`src/rtl/corr_chan_n_pkg.sv`:
```
// Shared GPS constants for the correlator channel.
// Holds the register-write op-bit indices, the default accumulator / code-length
// widths and the local-oscillator quadrature tables.
package corr_chan_n_pkg;

    // Bit positions inside the 16-bit op word of a register write.
    localparam int unsigned SET_LO_NCO = 0;
    localparam int unsigned SET_CG_NCO = 1;
    localparam int unsigned SET_PAUSE  = 2;
    localparam int unsigned SET_INTEG  = 3;

    // Default channel geometry (C/A code).
    localparam int unsigned ACC_BITS_DEF = 18;
    localparam int unsigned CODELEN_DEF  = 1023;
    localparam int unsigned CODEBITS_DEF = 13;

    // LO sign bits indexed by lo_phase[31:30]; both are 0 at phase 0.
    localparam logic [3:0] LO_I_TABLE = 4'b1100;
    localparam logic [3:0] LO_Q_TABLE = 4'b0110;

endpackage

```
`src/rtl/corr_chan_n_acc.sv`:
```
// One correlator tap: registered I/Q mixer bits feeding a pair of +/-1 accumulators.
// Ports:
//   clk_i, rst_i       clock, synchronous active-high reset
//   sample_i           1-bit IF sample
//   tap_i              code replica bit for this tap
//   lo_i_i, lo_q_i     local-oscillator sign bits
//   clear_i            zero both accumulators
//   restart_i          restart both accumulators with this cycle's contribution
//   acc_i_o, acc_q_o   accumulator values
module corr_acc
    import corr_chan_n_pkg::*;
#(
    parameter int unsigned ACC_BITS = ACC_BITS_DEF
) (
    input  logic                clk_i,
    input  logic                rst_i,
    input  logic                sample_i,
    input  logic                tap_i,
    input  logic                lo_i_i,
    input  logic                lo_q_i,
    input  logic                clear_i,
    input  logic                restart_i,
    output logic [ACC_BITS-1:0] acc_i_o,
    output logic [ACC_BITS-1:0] acc_q_o
);

    logic                di_q, dq_q;
    logic [ACC_BITS-1:0] acc_i_q, acc_i_d;
    logic [ACC_BITS-1:0] acc_q_q, acc_q_d;
    logic [ACC_BITS-1:0] step_i, step_q;

    always_comb begin
        // Mixer bit 0 -> +1, 1 -> -1; wraps in two's complement.
        step_i = di_q ? {ACC_BITS{1'b1}} : ACC_BITS'(1);
        step_q = dq_q ? {ACC_BITS{1'b1}} : ACC_BITS'(1);
        acc_i_d = acc_i_q + step_i;
        acc_q_d = acc_q_q + step_q;
        if (clear_i) begin
            acc_i_d = '0;
            acc_q_d = '0;
        end else if (restart_i) begin
            acc_i_d = step_i;
            acc_q_d = step_q;
        end
    end

    always_ff @(posedge clk_i) begin
        if (rst_i) begin
            di_q    <= 1'b0;
            dq_q    <= 1'b0;
            acc_i_q <= '0;
            acc_q_q <= '0;
        end else begin
            di_q    <= sample_i ^ tap_i ^ lo_i_i;
            dq_q    <= sample_i ^ tap_i ^ lo_q_i;
            acc_i_q <= acc_i_d;
            acc_q_q <= acc_q_d;
        end
    end

    assign acc_i_o = acc_i_q;
    assign acc_q_o = acc_q_q;

endmodule

```
`src/rtl/corr_chan_n.sv`:
```
// GPS correlator channel: carrier NCO, code NCO with half-chip tap line,
// NTAPS I/Q accumulator pairs, epoch-based dump and serial readout.
// Ports:
//   clk, rst                 clock, synchronous active-high reset
//   sample                   1-bit IF sample
//   wrReg, op, tos           register write strobe, op-bit select, write data
//   cg_resume                re-enable a paused code NCO
//   code_chip                code bit for the current nchip
//   nchip, ms0               chip index, code-epoch pulse
//   shift, sout              serial readout of the dump register, MSB first
//   dump_rdy, overrun        dump pulse, sticky unread-dump-overwritten flag
module corr_chan_n
    import corr_chan_n_pkg::*;
#(
    parameter int unsigned NTAPS    = 3,
    parameter int unsigned ACC_BITS = ACC_BITS_DEF,
    parameter int unsigned CODELEN  = CODELEN_DEF,
    parameter int unsigned CODEBITS = CODEBITS_DEF
) (
    input  logic                clk,
    input  logic                rst,
    input  logic                sample,
    input  logic                wrReg,
    input  logic [15:0]         op,
    input  logic [31:0]         tos,
    input  logic                cg_resume,
    input  logic                code_chip,
    output logic [CODEBITS-1:0] nchip,
    output logic                ms0,
    input  logic                shift,
    output logic                sout,
    output logic                dump_rdy,
    output logic                overrun
);

    localparam int unsigned TOTAL = 2 * NTAPS * ACC_BITS;
    localparam int unsigned SCW   = $clog2(TOTAL + 1);

    logic wr_lo, wr_cg, wr_pause, wr_integ;
    logic unused_op;

    logic [31:0]         lo_rate_q, lo_rate_d, cg_rate_q, cg_rate_d;
    logic [31:0]         lo_phase_q, lo_phase_d, cg_phase_q, cg_phase_d;
    logic [32:0]         cg_sum;
    logic                cg_en_q, cg_en_d;
    logic                half_evt, full_evt;
    logic [CODEBITS-1:0] nchip_q, nchip_d;
    logic                ms0_q, ms0_d;
    logic                chip_q, chip_d;
    logic [NTAPS-1:0]    tap_q, tap_d;
    logic                lo_i, lo_q;
    logic [3:0]          integ_n_q, integ_n_d, epoch_q, epoch_d;
    logic                dump_evt;
    logic [TOTAL-1:0]    dump_q, dump_d, dump_load;
    logic                dump_rdy_q;
    logic                overrun_q, overrun_d;
    logic [SCW-1:0]      shift_cnt_q, shift_cnt_d;

    logic [ACC_BITS-1:0] acc_i [NTAPS];
    logic [ACC_BITS-1:0] acc_q [NTAPS];

    assign wr_lo     = wrReg & op[SET_LO_NCO];
    assign wr_cg     = wrReg & op[SET_CG_NCO];
    assign wr_pause  = wrReg & op[SET_PAUSE];
    assign wr_integ  = wrReg & op[SET_INTEG];
    assign unused_op = ^op;

    assign lo_i = LO_I_TABLE[lo_phase_q[31:30]];
    assign lo_q = LO_Q_TABLE[lo_phase_q[31:30]];

    // NCOs, code tracking and tap line.
    always_comb begin
        lo_rate_d  = wr_lo ? tos : lo_rate_q;
        cg_rate_d  = wr_cg ? tos : cg_rate_q;
        lo_phase_d = lo_phase_q + lo_rate_q;

        cg_sum   = {1'b0, cg_phase_q} + {1'b0, cg_rate_q};
        half_evt = cg_en_q & (cg_sum[31] ^ cg_phase_q[31]);
        full_evt = cg_en_q & cg_sum[32];
        cg_phase_d = cg_en_q ? cg_sum[31:0] : cg_phase_q;

        // Pause write beats a simultaneous resume.
        cg_en_d = cg_en_q;
        if (wr_pause) begin
            cg_en_d = 1'b0;
        end else if (cg_resume) begin
            cg_en_d = 1'b1;
        end

        nchip_d = nchip_q;
        ms0_d   = 1'b0;
        if (full_evt) begin
            if (nchip_q == CODEBITS'(CODELEN - 1)) begin
                nchip_d = '0;
                ms0_d   = 1'b1;
            end else begin
                nchip_d = nchip_q + CODEBITS'(1);
            end
        end

        // A full-chip event is also a half-chip event, so the freshly latched
        // chip enters tap[0] on the latching edge itself.
        chip_d = full_evt ? code_chip : chip_q;
        tap_d  = half_evt ? {tap_q[NTAPS-2:0], chip_d} : tap_q;
    end

    // Integration control, dump register and readout.
    always_comb begin
        integ_n_d = integ_n_q;
        epoch_d   = epoch_q;
        dump_evt  = 1'b0;
        if (wr_integ) begin
            integ_n_d = tos[3:0];
            epoch_d   = '0;
        end else if (ms0_q) begin
            if (epoch_q == integ_n_q) begin
                dump_evt = 1'b1;
                epoch_d  = '0;
            end else begin
                epoch_d = epoch_q + 4'd1;
            end
        end

        dump_load = '0;
        for (int k = 0; k < NTAPS; k++) begin
            dump_load[TOTAL - 1 - 2 * k * ACC_BITS -: ACC_BITS]       = acc_i[k];
            dump_load[TOTAL - 1 - (2 * k + 1) * ACC_BITS -: ACC_BITS] = acc_q[k];
        end

        dump_d      = dump_q;
        shift_cnt_d = shift_cnt_q;
        if (dump_evt) begin
            dump_d      = dump_load;
            shift_cnt_d = '0;
        end else if (shift) begin
            dump_d = dump_q << 1;
            if (shift_cnt_q != SCW'(TOTAL)) begin
                shift_cnt_d = shift_cnt_q + SCW'(1);
            end
        end

        overrun_d = overrun_q;
        if (wr_integ) begin
            overrun_d = 1'b0;
        end else if (dump_evt && (shift_cnt_q != SCW'(TOTAL))) begin
            overrun_d = 1'b1;
        end
    end

    always_ff @(posedge clk) begin
        if (rst) begin
            lo_rate_q   <= '0;
            cg_rate_q   <= '0;
            lo_phase_q  <= '0;
            cg_phase_q  <= '0;
            cg_en_q     <= 1'b1;
            nchip_q     <= '0;
            ms0_q       <= 1'b0;
            chip_q      <= 1'b0;
            tap_q       <= '0;
            integ_n_q   <= '0;
            epoch_q     <= '0;
            dump_q      <= '0;
            dump_rdy_q  <= 1'b0;
            overrun_q   <= 1'b0;
            // Nothing is pending after reset, so the first dump cannot overrun.
            shift_cnt_q <= SCW'(TOTAL);
        end else begin
            lo_rate_q   <= lo_rate_d;
            cg_rate_q   <= cg_rate_d;
            lo_phase_q  <= lo_phase_d;
            cg_phase_q  <= cg_phase_d;
            cg_en_q     <= cg_en_d;
            nchip_q     <= nchip_d;
            ms0_q       <= ms0_d;
            chip_q      <= chip_d;
            tap_q       <= tap_d;
            integ_n_q   <= integ_n_d;
            epoch_q     <= epoch_d;
            dump_q      <= dump_d;
            dump_rdy_q  <= dump_evt;
            overrun_q   <= overrun_d;
            shift_cnt_q <= shift_cnt_d;
        end
    end

    for (genvar k = 0; k < NTAPS; k++) begin : g_tap
        corr_acc #(
            .ACC_BITS(ACC_BITS)
        ) u_acc (
            .clk_i    (clk),
            .rst_i    (rst),
            .sample_i (sample),
            .tap_i    (tap_q[k]),
            .lo_i_i   (lo_i),
            .lo_q_i   (lo_q),
            .clear_i  (wr_integ),
            .restart_i(dump_evt),
            .acc_i_o  (acc_i[k]),
            .acc_q_o  (acc_q[k])
        );
    end

    assign nchip    = nchip_q;
    assign ms0      = ms0_q;
    assign sout     = dump_q[TOTAL-1];
    assign dump_rdy = dump_rdy_q;
    assign overrun  = overrun_q;

endmodule

```
`config.mk`:
```
export PLATFORM = sky130hd
export DESIGN_NAME = corr_chan_n
export DESIGN_NICKNAME = d
export VERILOG_FILES = /design/src/rtl/corr_chan_n_pkg.sv /design/src/rtl/corr_chan_n_acc.sv /design/src/rtl/corr_chan_n.sv
export SDC_FILE = /design/constraint.sdc
export NUM_CORES = 1
export LEC_CHECK = 0
export ABC_AREA = 0
export CAP_MARGIN = 25
export CELL_PAD_IN_SITES_DETAIL_PLACEMENT = 0
export CELL_PAD_IN_SITES_GLOBAL_PLACEMENT = 2
export CORE_ASPECT_RATIO = 0.5
export CORE_MARGIN = 5
export CORE_UTILIZATION = 32
export CTS_BUF_LIST = sky130_fd_sc_hd__clkbuf_8
export CTS_CLUSTER_DIAMETER = 50
export DETAILED_ROUTE_END_ITERATION = 10
export HOLD_SLACK_MARGIN = 0.02
export PLACE_DENSITY_LB_ADDON = 0.1
export SLEW_MARGIN = 20
export SYNTH_ARGS = -nofsm -noshare
export SYNTH_HDL_FRONTEND = slang
export SYNTH_SLANG_ARGS = --single-unit
```
`constraint.sdc`:
```
create_clock -name clk -period 7.6 [get_ports clk]
set_clock_uncertainty 0.15 [all_clocks]
set_input_delay 1.52 -clock clk [delete_from_list [all_inputs] [get_ports clk]]
set_output_delay 1.52 -clock clk [all_outputs]
set_load 0.02 [all_outputs]
```
======== Word level (Yosys, flattened, before mapping) ========
Index checks and enable logic that the tools add are counted.
word-level totals
  bits in registers ....................... 386
  word-level logic and storage cells ...... 99
  output and inout port bits .............. 17
operators by class
  eq/ne operators ......................... 3
  $lt $le $gt $ge ......................... 1
  add/subtract/negate cells ............... 11
  muxes and demuxes ....................... 30
  reduce and logical (&&, ||, !) cells .... 9
  bitwise logic cells ..................... 17
operator list
  cell                     count
  $mux W108                2
  $mux W18                 12
  $add A18 B18 Y18         6
  $add A32 B32 Y33         1
  $add A32 B32 Y32         1
  $mux W7                  3
  $add A13 B1 Y13 const B  1
  $eq A13 B10 Y1 const B   1
  $mux W13                 1
  $xor A1 B1 Y1            10
  $mux W1                  9
  $add A7 B1 Y7 const B    1
  $ne A7 B7 Y1 const B     1
  $and A1 B1 Y1            6
  $reduce_bool A2 Y1       3
  $reduce_or A2 Y1         3
  $add A4 B1 Y4 const B    1
  $bmux W1 S2              2
  $eq A4 B4 Y1             1
  $mux W4                  1
  $reduce_and A2 Y1        2
  $lt A2 B3 Y1 const B     1
  $logic_and A1 B1 Y1      1
  $not A1 Y1               1

======== Longest topological paths before layout ========
  depth in word-level cells ............... 6
  depth in mapped cells ................... 12
  mapped depth without buffers ............ 11

======== Cells and area by module ========
Synthesis repeated with hierarchy kept, for this count alone.
unflattened totals
  cell total of the unflattened synthesis .. 2,620
  area total of the unflattened synthesis .. 22,002.4 um^2
by module, submodules not included
  module       cells an instance  area an instance (um^2)  sequential area each (um^2)  instances
  corr_chan_n  1,606              13,549.2                 5,445.2                      1
  corr_acc     338                2,817.7                  760.7                        3

======== Least setup slack after synthesis ========
No wires, ideal clock.
  path type ............................... input-to-reg
  start ................................... input port shift
  end ..................................... register dump_q[100]
  library setup time ...................... 0.129 ns
  path slack .............................. 4.372 ns
  stages .................................. 5
  path buffers ............................ 3
  arrival time ............................ 2.949 ns
  cell sequence ........................... clkbuf_1 -> clkbuf_1 -> clkbuf_1 -> mux2i_1 -> o21ai_0
on the way
  longest elaborated chain between the ends .. 1
ends and longest elaborated chain
  element                       RTL line            source
  start, declared               corr_chan_n.sv:30   input logic shift,
  $reduce_bool A2 Y1 (no line)  n/a
  end signal, assigned          corr_chan_n.sv:180  dump_q <= dump_d;
  end, declared                 corr_chan_n.sv:54   logic [TOTAL-1:0] dump_q, dump_d, dump_load;
No other way between the ends.
A chain may end at the register's enable or synchronous reset.

======== Worst setup path in the final report ========
  start ................................... input port wrReg
  end ..................................... register g_tap[1].u_acc.acc_i_q[16]
on the way
  longest elaborated chain between the ends .. 3
  elaborated cells on any way between the ends .. 4
  those cells by class .................... mux (2); bitwise (1); reduce/logical (1)
ends and longest elaborated chain
  element               RTL line               source
  start, declared       corr_chan_n.sv:23      input logic wrReg,
  $and A1 B1 Y1 *       corr_chan_n.sv:65      assign wr_integ = wrReg & op[SET_INTEG];
  $mux W1               corr_chan_n.sv:112     if (wr_integ) begin
  $mux W18              corr_chan_n_acc.sv:41  end else if (restart_i) begin
  end signal, assigned  corr_chan_n_acc.sv:56  acc_i_q <= acc_i_d;
  end, declared         corr_chan_n_acc.sv:28  logic [ACC_BITS-1:0] acc_i_q, acc_i_d;
Every way passes the cells marked *; elsewhere a longest branch is shown, timed or not.

==> flow_summary_export.csv <==
group,metric,value,unit
logic_synthesis,synth_top_area_cell,"dfxtp_1",
layout,drive_gt1_share,6.15,%
global_route,grt_usage,14.9,%
detailed_routing,via_per_inst,4.91,
critical_path,slowest_delay,660,ps
clock_tree,htree_levels,3,
logic_synthesis,avgSynthCellArea,8.60,sq um
power_and_ir_drop,switchingPower,1.83,mW
sta,holdWs,305,ps
critical_path,crit_slowest_cell,"clkdlybuf4s50_1",
sta,min_period,3820,ps
power_and_ir_drop,sequentialPowerShare,41.0,%
global_route,overflow,0,
logic_synthesis,async_flop_share,0,%
global_route,grt_max_degree,99,
power_and_ir_drop,p_total,5.74,mW
power_and_ir_drop,power_density,243,nW/um^2
logic_synthesis,netlist_area,20900,sq um
logic_synthesis,yosysSeqAreaShare,37.1,%
clock_tree,root_buffer,"clkbuf_8",
placed_design,place_congestion,0.729,
critical_path,path_class,"primary input to register",
critical_path,cp_top_family,"buffers and inverters",
critical_path,cp.arrival,4200,ps
sta,setup_tns,0,ps
detailed_routing,drc,0,
clock_tree,cts_resized,0,
critical_path,cp.required,7980,ps
critical_path,cp_cell_sequence,"clkdlybuf4s50_1 -> nand2_1 -> nand2b_4 -> nor2_4 -> buf_4 -> nand2_1 -> o21ai_0",
clock_tree,cts.sinks,386,
placed_design,dp.cells,3273,
critical_path,r2r-end,"g_tap[2].u_acc.acc_i_o[17]$_SDFF_PP0_",
logic_synthesis,ys_seq_elements,386,
critical_path,critPathBufInv,2,
flow_run,cap_violations,0,
critical_path,reg2regPathDepth,10,
placed_design,post-dp-hpwl,34300,um
layout,area_delta_synth_final,13.3,%
hold_path,hold_path_end,"dump_q[32]$_SDFFE_PP0P_",
critical_path,r2r_start,"g_tap[2].u_acc.di_q$_SDFF_PP0_",
critical_path,start_kind,"primary input",
detailed_routing,dr.pass1.iters,6,
clock_tree,cts_tree,"built",
power_and_ir_drop,p_int,3.91,mW
power_and_ir_drop,sw_frac_of_total,31.9,%
clock_tree,hold_buffers,0,
placed_design,portBuffers,59,
global_route,grt_pass1_vias,17100,
logic_synthesis,synthDistinctLibCells,74,
hold_path,hold_path_depth,2,
run_status,outcome,"finished clean",
critical_path,worstSetupPathDepth,7,
clock_tree,clk_pin_slew,60,ps
global_route,antenna_found_initial,1,
critical_path,cpMostUsedCell,"nand2_1",
clock_tree,insertion_delay,620,ps
floorplan,io_pins,72,
floorplan,die_area,70700,sq um
logic_synthesis,synthFlopType,"dfxtp_1",
logic_synthesis,synth-warning-count,0,
sta,period_share,50.3,%
sta,relSlewSlack,34.7,%
hold_path,worstHoldPathType,"register to register",
clock_tree,cts_setup_buffers,0,
logic_synthesis,netlist.area_leader.share,37.1,%
power_and_ir_drop,leakage,10.3,nW
floorplan,rows,66,
floorplan,coreArea,64700,sq um
logic_synthesis,synthTopCellsByArea,"dfxtp_1, ha_1, nand2_1",
sta,max_freq,262,MHz
logic_synthesis,synth_nets,2651,
layout,nets,2687,
detailed_routing,wl_per_cell,15.5,um
critical_path,rrSetupSlack,3810,ps
hold_path,worstHoldStart,"g_tap[2].u_acc.acc_i_o[14]$_SDFF_PP0_",
power_and_ir_drop,p_comb_share,25.6,%
floorplan,die_w,371,um
layout,n_fill_cell,6867,
layout,fin_cells,3388,
floorplan,die_h,191,um
critical_path,critPathMaxFanout,58,
floorplan,start_util,32.2,%
detailed_routing,wl,52600,um
power_and_ir_drop,peakVddDrop,0.0985,mV
detailed_routing,ant_nets,0,
placed_design,placed_cell_area,22300,sq um
layout,finalInstanceArea,23600,sq um
sta,setup_violations,0,
critical_path,cp-end-kind,"register",
sta,slew_violations,0,
detailed_routing,drt_iter0_markers,590,
sta,worst_slew_pin_slew,978,ps
logic_synthesis,synthCells,2424,
layout,antennaDiodeCount,0,
power_and_ir_drop,clockPowerShare,33.4,%
global_route,grt_pass1_wl,87800,um
clock_tree,cts_buffers,68,
detailed_routing,num_vias,16600,
sta,rsz0062_at_grt,"false",
sta,hold_violations,0,
logic_synthesis,synth_edf_count,0,
clock_tree,clk_path_buf_depth,3,
## per-stage QoR
| step | util (%) | setup WS (ps) |
|---|---|---|
| after global placement | 34.4 | 3090 |
| after CTS | 36.4 | 3720 |
| final | 36.5 | 3780 |
| after floorplan | - | 4370 |
| after global routing | 36.5 | 3500 |
| after detailed placement | 34.4 | 3040 |
## power by group through the flow
stage,sequential (mW),clock (mW),combinational (mW)
floorplan,2.36,0,1.19
CTS,2.36,2.03,1.48
global route,2.38,2.11,1.67
finish,2.35,1.92,1.47
global placement,2.40,0,1.47
detailed placement,2.40,0,1.46
## registers in the layout (all words and copies together) (netlist names), 3 cells and up
signal               count
cg_rate_q               32
nchip                   13
tap_q                    3
g_tap.u_acc.acc_q_o     54
epoch_q                  4
cg_phase_q              32
lo_rate_q               32
g_tap.u_acc.dq_q         3
g_tap.u_acc.di_q         3
integ_n_q                4
shift_cnt_q              7
g_tap.u_acc.acc_i_o     54
lo_phase_q              32
dump_q                 108
## cells in the mapped netlist (27+ instances only)
library cell / n
nor3_1: 31
xnor2_1: 94
inv_1: 36
a21oi_1: 245
a21o_1: 87
xor2_1: 63
clkbuf_1: 95
dfxtp_1: 386
o21a_1: 27
o21ai_0: 184
ha_1: 164
mux2i_1: 131
nor2_1: 148
nand3_1: 38
nand2_1: 372
## kinds of logic (layout without fill, tap and decap cells)
| kind of cell | after synthesis | after routing | synth area share (%) |
|---|---|---|---|
| XOR/XNOR | 158 | 158 | 6.70 |
| buffers and inverters | 148 | 228 | 2.80 |
| AO/OA/AOI/OAI | 705 | 705 | 21.1 |
| adder cells (fa/ha/maj) | 172 | 172 | 10.6 |
| multiplexers | 133 | 133 | 6.40 |
| flip-flops | 386 | 386 | 37.1 |
| AND/OR/NAND/NOR | 722 | 722 | 15.4 |
## worst reg2reg max path, stage by stage, from the launching register on
cell and delay, ps:
dfxtp_1 950, ha_1 400, a211oi_1 400, o21a_1 250
o311ai_0 180, o211ai_1 230, o21bai_1 160, a221oi_1 390
xor2_1 140, or3_1 320, a21oi_1 130
## placed cells by master (no fill, tap or decap), types with 9 or more instances in the layout
| cell | instances |
|---|---|
| o21bai_1 | 21 |
| nor3_1 | 31 |
| dfxtp_1 | 385 |
| and3_1 | 20 |
| a211oi_1 | 20 |
| xnor2_1 | 94 |
| ha_1 | 164 |
| o211ai_1 | 19 |
| nand3_1 | 37 |
| xor2_1 | 63 |
| or3_1 | 20 |
| buf_4 | 18 |
| a41oi_1 | 11 |
| o21ai_0 | 184 |
| a31o_2 | 9 |
| nor2b_1 | 17 |
| clkdlybuf4s50_1 | 57 |
| a31oi_1 | 16 |
| inv_1 | 58 |
| mux2i_1 | 131 |
| nand4_1 | 12 |
| a211o_1 | 9 |
| nand2_1 | 371 |
| nand2b_1 | 18 |
| a21o_1 | 87 |
| nor2_1 | 147 |
| clkbuf_8 | 85 |
| o21a_1 | 27 |
| a21oi_1 | 244 |
## final cells by class
| cell class | count | area (sq um) | area share [%] |
|---|---|---|---|
| tap | 884 | 1110 | 4.68 |
| timing repair buffer | 78 | 756 | 3.20 |
| clock inverter | 29 | 145 | 0.614 |
| inverter | 36 | 135 | 0.572 |
| sequential | 386 | 7730 | 32.7 |
| clock buffer | 85 | 1170 | 4.95 |
| multi-input combinational | 1890 | 12600 | 53.3 |
## how the worst max path moves through the flow
stage                                                 end                            from  slack, ps
floorplan                        dump_q[100]$_SDFFE_PP0P_                           shift       4370
global placement    g_tap[1].u_acc.acc_q_o[11]$_SDFF_PP0_                           wrReg       3090
detailed placement  g_tap[1].u_acc.acc_q_o[16]$_SDFF_PP0_                           wrReg       3040
CTS                 g_tap[2].u_acc.acc_i_o[17]$_SDFF_PP0_  g_tap[2].u_acc.di_q$_SDFF_PP0_       3720
global route        g_tap[2].u_acc.acc_i_o[17]$_SDFF_PP0_  g_tap[2].u_acc.di_q$_SDFF_PP0_       3500
finish              g_tap[1].u_acc.acc_i_o[16]$_SDFF_PP0_                           wrReg       3780
## metal layers
layer,share of wire (%),global-route usage [%],vias up
li1,-,-,8721
met1,51,20.3,7706
met2,44,24.6,126
met3,2.9,3.00,69
met4,1.6,3.41,0
met5,0,0,-
Power figures use the tool's default switching activity.
